**src/rtl/input_debouncer.sv**
```systemverilog
// Debounces a raw asynchronous level: synchronise, qualify STABLE_CYCLES agreeing samples,
// then commit the new level with a one-cycle rise/fall strobe and count aborted qualifications.
module input_debouncer #(
  parameter int SYNC_STAGES   = 2,
  parameter int STABLE_CYCLES = 16,
  parameter int CNT_W         = 5
) (
  input  logic       clock,
  input  logic       reset,
  input  logic       raw_in,
  output logic       clean_out,
  output logic       rise_pulse,
  output logic       fall_pulse,
  output logic       busy,
  output logic [7:0] bounce_cnt
);

  localparam logic [1:0] IDLE_LO = 2'd0;
  localparam logic [1:0] WAIT_HI = 2'd1;
  localparam logic [1:0] IDLE_HI = 2'd2;
  localparam logic [1:0] WAIT_LO = 2'd3;

  localparam logic [CNT_W-1:0] CNT_LAST = CNT_W'(STABLE_CYCLES - 1);
  localparam logic [CNT_W-1:0] CNT_ONE  = CNT_W'(1);

  function automatic logic [7:0] sat_inc(input logic [7:0] v);
    return (v == 8'hFF) ? v : v + 8'd1;
  endfunction

  logic [SYNC_STAGES-1:0] sync;
  logic                   s;
  logic [1:0]             state, state_nxt;
  logic [CNT_W-1:0]       cnt, cnt_nxt;
  logic                   do_rise, do_fall, do_abort;

  assign s = sync[SYNC_STAGES-1];

  // Synchroniser stage: only the last flop is trusted by the FSM
  always_ff @(posedge clock or posedge reset) begin
    if (reset) sync <= '0;
    else       sync <= {sync[SYNC_STAGES-2:0], raw_in};
  end

  // A revert is checked before the terminal count, so it wins on the would-be commit edge
  always_comb begin
    state_nxt = state;
    cnt_nxt   = cnt;
    do_rise   = 1'b0;
    do_fall   = 1'b0;
    do_abort  = 1'b0;
    case (state)
      IDLE_LO: if (s) begin
        state_nxt = WAIT_HI;
        cnt_nxt   = CNT_ONE;
      end
      WAIT_HI: begin
        if (!s) begin
          state_nxt = IDLE_LO;
          cnt_nxt   = '0;
          do_abort  = 1'b1;
        end else if (cnt == CNT_LAST) begin
          state_nxt = IDLE_HI;
          cnt_nxt   = '0;
          do_rise   = 1'b1;
        end else begin
          cnt_nxt   = cnt + CNT_ONE;
        end
      end
      IDLE_HI: if (!s) begin
        state_nxt = WAIT_LO;
        cnt_nxt   = CNT_ONE;
      end
      WAIT_LO: begin
        if (s) begin
          state_nxt = IDLE_HI;
          cnt_nxt   = '0;
          do_abort  = 1'b1;
        end else if (cnt == CNT_LAST) begin
          state_nxt = IDLE_LO;
          cnt_nxt   = '0;
          do_fall   = 1'b1;
        end else begin
          cnt_nxt   = cnt + CNT_ONE;
        end
      end
      default: begin
        state_nxt = IDLE_LO;
        cnt_nxt   = '0;
      end
    endcase
  end

  // Registered state and outputs
  always_ff @(posedge clock or posedge reset) begin
    if (reset) begin
      state      <= IDLE_LO;
      cnt        <= '0;
      clean_out  <= 1'b0;
      rise_pulse <= 1'b0;
      fall_pulse <= 1'b0;
      busy       <= 1'b0;
      bounce_cnt <= 8'd0;
    end else begin
      state      <= state_nxt;
      cnt        <= cnt_nxt;
      rise_pulse <= do_rise;
      fall_pulse <= do_fall;
      busy       <= (state_nxt == WAIT_HI) || (state_nxt == WAIT_LO);
      if (do_rise)       clean_out <= 1'b1;
      else if (do_fall)  clean_out <= 1'b0;
      if (do_abort)      bounce_cnt <= sat_inc(bounce_cnt);
    end
  end

endmodule
```
**config.mk**
```make
export PLATFORM = sky130hd
export DESIGN_NAME = input_debouncer
export DESIGN_NICKNAME = d
export VERILOG_FILES = /design/src/rtl/input_debouncer.sv
export SDC_FILE = /design/constraint.sdc
export NUM_CORES = 1
export LEC_CHECK = 0
export ABC_CLOCK_PERIOD_IN_PS = 2500
export CORE_UTILIZATION = 35
export DETAILED_ROUTE_END_ITERATION = 12
export SLEW_MARGIN = 20
export SYNTH_ARGS = -nofsm -noshare
export SYNTH_HDL_FRONTEND = slang
export SYNTH_SLANG_ARGS = --single-unit
```
**constraint.sdc**
```tcl
create_clock -name clock -period 2.5 [get_ports clock]
set_input_delay 0.75 -clock clock [delete_from_list [all_inputs] [get_ports clock]]
set_output_delay 0.75 -clock clock [all_outputs]
set_load 0.01 [all_outputs]
```
==> impl_metrics.py, run 1 <==
metrics = {
    "cts": {
        "post_cts_buffers": 0,
        "cts.repair.resized": 0,
        "root_buffer": "clkbuf_4",
        "cts_max_level": 1,
        "clkTransAtPathRegs_ps": 110,
        "cts-hold-fix-buffers": 0,
        "cts_sinks": 20,
        "cts-buffers-inserted": 3,
        "clock_latency_ps": 300,
        "cts_tree": "built",
        "clockBufferDepth": 2,
    },
    "floorplan": {
        "die_w_um": 54.1,
        "coreArea_um2": 2520,
        "ios": 15,
        "initial_utilization_pct": 37.7,
        "die_h_um": 54.1,
        "rows": 18,
        "die_area_um2": 2930,
    },
    "setup_path": {
        "required_ps": 1750,
        "crit_family": "buffers and inverters",
        "endpoint_kind": "output port",
        "cpPeakStageDelay_ps": 570,
        "startpoint_type": "flip-flop",
        "crit_fanout": 7,
        "r2r-start": "cnt[0]",
        "r2r-end": "state[1]",
        "reg2reg_slack_ps": 720,
        "worst-path-buf-inv": 1,
        "slowest_stage": "clkdlybuf4s50_1",
        "cp.arrival_ps": 1330,
        "crit_chain": "clkdlybuf4s50_1",
        "r2r_cells": 4,
        "crit_type": "reg -> out",
    },
    "global_route": {
        "grt-busiest-layer": "met1",
        "grt_pass1_vias": 681,
        "grt_pass1_wl_um": 3050,
        "grt_usage_pct": 14.9,
        "grt_util_met1_pct": 21.8,
        "met2_usage_pct": 19.9,
        "gr-total-overflow": 0,
        "antenna_found_initial": 0,
        "gr-usage-met3_pct": 3.39,
        "grt_max_degree": 16,
    },
    "timing": {
        "max_slew_margin_pct": 68.8,
        "finalHoldViolCount": 0,
        "worst_pin_slew_ps": 465,
        "layout_min_cycle_time_ps": 2080,
        "final.hold.worst_slack_ps": 364,
        "period_share_pct": 83.2,
        "fin_setup_tns_ps": 0,
        "fmax_ghz": 0.481,
        "setup_violations": 0,
        "finalMaxSlewViolations": 0,
        "skew_ps": 2.44,
        "rsz0062_at_grt": "false",
    },
    "power": {
        "powerDensity_nw_per_um2": 752,
        "ir_drop_v": 0.000568,
        "leakage_uw": 0.000494,
    },
    "yosys": {
        "yosys_warnings": 0,
        "synthCells": 85,
        "synthFlopType": "dfrtp_1",
        "synth_common_cells": "dfrtp_1, nand3_1, mux2_2, inv_1, nand4_1",
        "yosysTopAreaCellShare_pct": 52.6,
        "synth.most_common_cell": "dfrtp_1",
        "syn_avg_cell_area_um2": 11.2,
        "synth_area_leaders": "dfrtp_1, mux2_2, nand3_1, xnor2_1, nand4_1",
        "synth_top_area_cell": "dfrtp_1",
        "async_reset_ff_share_pct": 100,
        "synthDistinctLibCells": 28,
        "synth_fp_nets": 90,
        "synth_area_um2": 951,
        "synth-seq-area-share_pct": 52.6,
        "synth_edf_count": 0,
        "ys_ff_latch": 20,
    },
    "routing": {
        "ant_nets": 0,
        "drcViolationCount": 0,
        "drt_iter0_drc": 13,
        "routedWlPerCell_um": 13.3,
        "via_count": 726,
        "dr.pass1.iters": 3,
        "routed_via_density": 5.42,
        "wirelength_um": 1790,
    },
    "worst_hold_path": {
        "hold_path_startpoint": "sync[0]",
        "hold_path.class": "reg -> reg",
        "holdPathStages": 0,
        "holdPathEnd": "sync[1]",
    },
    "placed_design": {
        "placed_area_um2": 1140,
        "portBuffers": 14,
        "routabilityCongestion": 0.775,
    },
    "final_layout": {
        "num_antenna_cells": 0,
        "multiInputGateArea_um2": 420,
        "drive_above_1_share_pct": 12.5,
        "fin_nets": 110,
        "layout.area.seq_um2": 500,
        "n_fill_cell": 248,
        "area_growth_pct": 23.7,
        "finish.instance_area_um2": 1180,
    },
    "run_status": {
        "status": "complete, no violations",
    },
    "flow_run": {
        "drv_cap": 0,
    },
}
## power by group
part / total [uW] / leakage, uW / switching [uW] / internal, uW
combinational: 249 / 0.000214 / 101 / 148
sequential: 446 / 0.000259 / 69.3 / 377
clock: 189 / 0.0000210 / 101 / 88.8
total: 884 / 0.000494 / 271 / 613
## state kept, by name, summed over array words and instances, names as in the netlist
name / count
bounce_cnt: 8
cnt: 5
sync: 2
busy: 1
clean_out: 1
fall_pulse: 1
rise_pulse: 1
state: 1
## cell families (layout without fill, tap and decap cells)
kind of cell             count (synthesis)  after routing  share of synthesized area (%)
AND/OR/NAND/NOR                         32             32                           19.5
flip-flops                              20             20                           52.6
AO/OA/AOI/OAI                           13             13                           10.4
buffers and inverters                    7             26                           3.16
multiplexers                             6              6                           7.10
XOR/XNOR                                 5              5                           4.61
adder cells (fa/ha/maj)                  2              2                           2.63
## cell usage in the layout, fill, tap and decap left out, types with 4 or more instances in the layout
master and n:
clkdlybuf4s50_1 14, xnor2_1 4, dfrtp_1 20, nand3_1 7, inv_1 5, mux2_2 6
nand4_1 5, nand2_1 4
## how the worst max path moves through the flow
stage	endpoint	slack (ps)	depth (start not counted)	start
6_report	bounce_cnt[6]	420	1	bounce_cnt[6]
5_1_grt	bounce_cnt[7]	330	1	bounce_cnt[7]
4_1_cts	bounce_cnt[7]	400	1	bounce_cnt[7]
3_5_place_dp	bounce_cnt[7]	740	1	bounce_cnt[7]
3_3_place_gp	bounce_cnt[6]	770	1	bounce_cnt[6]
2_1_floorplan	bounce_cnt[1]	1000	4	bounce_cnt[0]
## routing by layer
| metal | vias to the layer above | share of wire [%] |
|---|---|---|
| met3 | 2 | 1.7 |
| met2 | 7 | 45 |
| met5 | - | 0 |
| met1 | 360 | 52 |
| li1 | 357 | - |
| met4 | 0 | 1.1 |
## per-stage QoR
stage / setup slack [ps] / cells / power, uW / utilization [%]
global placement: 771 / 130 / 698 / 45.2
finish: 419 / 134 / 884 / 46.6
CTS: 396 / 134 / 892 / 46.6
global route: 328 / 134 / 947 / 46.6
detailed placement: 743 / 130 / 701 / 45.2
floorplan: 1000 / 85 / 570 / -
## cell type report
| cell class | instances | share of cell area, % |
|---|---|---|
| multi-input cells | 58 | 35.7 |
| clock buffers | 4 | 3.09 |
| inverters | 5 | 1.60 |
| repair buffers | 17 | 13.8 |
| flip-flops and latches | 20 | 42.6 |
| well taps | 30 | 3.19 |
No activity file was read; power rests on OpenSTA's default activity.
==> inputs of run 2 (changes only) <==
ABC_CLOCK_PERIOD_IN_PS = 1800   (was 2500)
clock period = 1.8 ns   (was 2.5 ns; I/O delays follow)
==> run 2 against run 1 <==
Effect of this change: sequential cell count is the same; register-to-register slack worse by 460 ps; first-iteration DRC count stayed put; final cell count grew 8.2%; design area increased by 7.3%; total power up 47%; worst hold slack worse by 1.7 ps; count of clock-buffer cells in the layout unchanged; critical path type unchanged; largest power group unchanged.
==> impl_metrics.py, run 2 (synthesis gave the netlist of run 1 again) <==
metrics = {
    "setup_path": {
        "cpPeakStageDelay_ps": 540,
        "crit_chain": "clkdlybuf4s50_1",
        "required_ps": 1260,
        "worstSetupPathDepth": 1,
        "r2r_cells": 5,
        "cp.arrival_ps": 1210,
        "startpoint": "bounce_cnt[5]",
        "reg2reg_slack_ps": 260,
        "crit_family": "buffers and inverters",
        "r2r-start": "bounce_cnt[0]",
        "slowest_stage": "clkdlybuf4s50_1",
        "endpoint_kind": "output port",
        "worst-path-buf-inv": 1,
        "startpoint_type": "flip-flop",
        "crit_type": "reg -> out",
        "crit_fanout": 2,
        "r2r-end": "bounce_cnt[1]",
        "crit_end": "bounce_cnt[5]",
    },
    "power": {
        "ir_drop_v": 0.000773,
        "power_uw": 1300,
        "leakage_uw": 0.000568,
        "powerDensity_nw_per_um2": 1030,
    },
    "final_layout": {
        "drive_above_1_share_pct": 22.6,
        "regMostFlops": "bounce_cnt",
        "final_common_cell": "dfrtp_1",
        "reg.largest.list": "bounce_cnt (8), cnt (5), sync (2)",
        "n_fill_cell": 236,
        "largest_register_ffs": 8,
        "fin_nets": 121,
        "finish.instance_area_um2": 1260,
        "mostFrequentLayoutCells": "dfrtp_1, buf_4, clkdlybuf4s50_1",
        "area_growth_pct": 32.8,
        "num_antenna_cells": 0,
    },
    "timing": {
        "finalHoldViolCount": 0,
        "max_slew_margin_pct": 67.0,
        "finalMaxSlewViolations": 0,
        "layout_min_cycle_time_ps": 1750,
        "fmax_ghz": 0.571,
        "worst_pin_slew_ps": 494,
        "fin_setup_tns_ps": 0,
        "skew_ps": 5.36,
        "setup_violations": 0,
        "final.hold.worst_slack_ps": 362,
        "rsz0062_at_grt": "false",
        "period_share_pct": 97.3,
    },
    "worst_hold_path": {
        "hold_path.class": "reg -> reg",
    },
    "floorplan": {
        "ios": 15,
        "coreArea_um2": 2520,
        "die_w_um": 54.1,
        "die_h_um": 54.1,
        "die_area_um2": 2930,
        "rows": 18,
        "initial_utilization_pct": 37.7,
    },
    "cts": {
        "clock_latency_ps": 290,
        "cts-hold-fix-buffers": 0,
        "root_buffer": "clkbuf_4",
        "cts_tree": "built",
        "clkTransAtPathRegs_ps": 110,
        "cts_max_level": 1,
        "cts_sinks": 20,
        "cts-buffers-inserted": 3,
        "clockBufferDepth": 2,
    },
    "global_route": {
        "gr-total-overflow": 0,
        "antenna_found_initial": 0,
        "grt_usage_pct": 15.1,
        "grt-busiest-layer": "met2",
        "grt_pass1_vias": 718,
        "met2_usage_pct": 22.8,
        "grt_pass1_wl_um": 3160,
        "grt_util_met1_pct": 21.6,
        "grt_max_degree": 21,
        "gr-usage-met3_pct": 1.69,
    },
    "routing": {
        "routedWlPerCell_um": 12.8,
        "ant_nets": 0,
        "wirelength_um": 1860,
        "routed_via_density": 5.22,
        "drcViolationCount": 0,
        "drt_iter0_drc": 13,
        "via_count": 757,
        "dr.pass1.iters": 4,
    },
    "flow_run": {
        "drv_cap": 0,
    },
    "placed_design": {
        "portBuffers": 14,
        "post-dp-hpwl_um": 1310,
        "routabilityCongestion": 0.777,
        "placed_area_um2": 1170,
    },
    "run_status": {
        "status": "complete, no violations",
    },
}
## run 2: final cells by class
cell class | instances | area (um^2) | area share [%]
Timing Repair Buffer | 28 | 246 | 19.5
Clock buffer | 4 | 36.3 | 2.87
Tap cell | 30 | 37.5 | 2.97
Inverter | 5 | 18.8 | 1.49
Sequential cell | 20 | 503 | 39.8
Multi-Input combinational cell | 58 | 420 | 33.3
## run 2: how the worst min path moves through the flow
stage	startpoint	to	slack [ps]	cells after the start
floorplan	sync[0]	sync[1]	330	0
global placement	sync[0]	sync[1]	330	0
detailed placement	sync[0]	sync[1]	340	0
CTS	sync[0]	sync[1]	370	0
global route	sync[0]	sync[1]	370	0
finish	sync[0]	sync[1]	360	0
## run 2: through the flow
stage	util, %	setup WS [ps]	std cells
floorplan	-	302	85
global placement	46.4	237	134
detailed placement	46.4	255	134
CTS	50.0	25.0	145
global route	50.0	1.71	145
finish	50.0	48.3	145
## run 2: worst register-to-register path, delay by kind of cell (launching register included)
family	cells	cell delay, ps
buffers and inverters	1	130
AO/OA/AOI/OAI	1	290
AND/OR/NAND/NOR	1	120
adder cells (fa/ha/maj)	1	160
flip-flops	1	370
multiplexers	1	370
## run 2: repair_timing
item	in CTS	in global routing
endpoints found under the hold margin	0	0
buffers inserted	7	0
resized for setup	3	1
endpoints found under the setup margin	8	1
## run 2: power by group
part / total, uW / switching (uW) / internal [uW]
combinational: 472 / 199 / 272
clock: 256 / 132 / 123
sequential: 576 / 51.1 / 525
## run 2: layer usage
| layer | wire (um) | vias to the layer above |
|---|---|---|
| met5 | 0 | - |
| met4 | 12 | 0 |
| met3 | 36 | 2 |
| met2 | 864 | 13 |
| met1 | 948 | 361 |
| li1 | - | 381 |
==> RTL edit: new RTL, config.mk and constraints of run 2 <==
The parameter `CNT_W` goes from 5 to 10.
--- a/src/rtl/input_debouncer.sv
+++ b/src/rtl/input_debouncer.sv
@@ -4,5 +4,5 @@
   parameter int SYNC_STAGES   = 2,
   parameter int STABLE_CYCLES = 16,
-  parameter int CNT_W         = 5
+  parameter int CNT_W         = 10
 ) (
   input  logic       clock,
Check against the original RTL: same outputs for any inputs over 10 cycles, from zero or initial values and one cycle with reset high; that may be too few to reach the edited logic, so the function may still have changed.
==> RTL edit against run 2 <==
  * First-iteration DRC count increased by 31%
  * Largest cell class unchanged
  * Final area increased by 22%
  * Area after synthesis grew 28%
  * Via count is 16% higher
  * Highest routed layer is now met3
  * Worst setup slack improved by 27 ps
  * Sequential share of layout area is 2.3 points higher
  * Total power increased by 18%
  * Clock skew up 3.5 ps
  * Wire length increased by 16%
  * Sequential cell count is 6 higher
==> RTL edit: results (changes against run 2) <==
| Metric | Value |
|---|---|
| Status | complete, no violations (unchanged) |
| Comb_multi_in | 73 (was 58) |
| Design area | 1550 sq um (was 1260 sq um) |
| Post-Route WL | 2.16 mm (was 1.86 mm) |
| Postcts setup bufs | 8 (was 7) |
| Storage cell area | 651 sq um (was 503 sq um) |
| Placement Cell Area | 1420 sq um (was 1170 sq um) |
| Fillers | 321 (was 236) |
| Mapped Cells | 108 (was 85) |
| Non-clock buffer share | 15.5% (was 19.5%) |
| Nets | 138 (was 121) |
| Top flop regs | cnt x10, bounce_cnt x8 (was bounce_cnt x8, cnt x5, sync x2) |
| Total GRT Usage | 13.8% (was 15.1%) |
| Non-CTS buffers | 25 (was 28) |
| Final GP Congestion | 0.774 (was 0.777) |
| Reg2reg start | cnt[6]$_DFFE_PP0P_ (was bounce_cnt[0]$_DFFE_PP0P_) |
| Vias in the first global route | 824 (was 718) |
| Commonest cells post-synth | dfrtp_1 (26), xor2_1 (11), nor2_1 (10) (was dfrtp_1 (20), nand3_1 (7), mux2_2 (6)) |
| Worst R2R End | cnt[7]$_DFFE_PP0P_ (was bounce_cnt[1]$_DFFE_PP0P_) |
| Layout cells sized above 1 | 16.7% (was 22.6%) |
| Met2 wire length | 1.03 mm (was 864 microns) |
| Clock transition at path regs | 140 ps (was 110 ps) |
| Yosys cell types | 32 (was 28) |
| Reg2reg path depth | 4 (was 5) |
| Reg-to-reg slack, setup | 140 ps (was 260 ps) |
| Worst-Skew Late Latency | 330 ps (was 290 ps) |
| Worst Skew | 8.86 ps (was 5.36 ps) |
| Taps Inserted | 46 (was 30) |
| Worst-path maximum fanout | 1 (was 2) |
| Post-place setup slack | 229 ps (was 255 ps) |
| Placed cell count | 166 (was 134) |
| Synth top area cells | dfrtp_1 (53%), xor2_1 (7.9%), nor2_1 (3.1%) (was dfrtp_1 (53%), mux2_2 (7.1%), nand3_1 (3.7%)) |
| Clock sink count | 26 (was 20) |
| Critical path's largest stage delay | 520 ps (was 540 ps) |
| Average wire per standard cell | 12.1 microns (was 12.8 microns) |
| Max IR drop VDD | 0.000430 V (was 0.000773 V) |
| CP endpoint | busy (was bounce_cnt[5]) |
| Inverters | 4 (was 5) |
| Pin count of the biggest net entering global routing | 27 (was 21) |
| Max Clock Freq | 580 MHz (was 571 MHz) |
| HPWL Detailed | 1.50 mm (was 1.31 mm) |
-- RTL edit: cell types whose count changed in the layout (fill, tap and decap cells not counted), sizes merged, moves of 2 or more --
cell and delta:
xor2 +11, dlygate4sd2 +2, nand4b -2, dfrtp +6, nand4 -2, nor2 +7
nand3 -4, mux2 -4, clkdlybuf4s50 -9, nor3 +2, dlymetal6s2s +7, nor3b +2
o21ai +3, buf -3
-- RTL edit: power breakdown --
part | total, W | internal, W | switching (W)
logic | 0.000436 | 0.000236 | 0.000201
registers | 0.000701 | 0.000656 | 0.0000451
clock network | 0.000398 | 0.000225 | 0.000173
total | 0.00154 | 0.00112 | 0.000419
-- RTL edit: cells by family after synthesis --
group	Yosys count	synth area share (%)
AO/OA/AOI/OAI	19	11.6
XOR/XNOR	16	12.7
adder cells (fa/ha/maj)	2	2.05
buffers and inverters	9	3.08
flip-flops	26	53.4
multiplexers	2	1.85
AND/OR/NAND/NOR	34	15.3
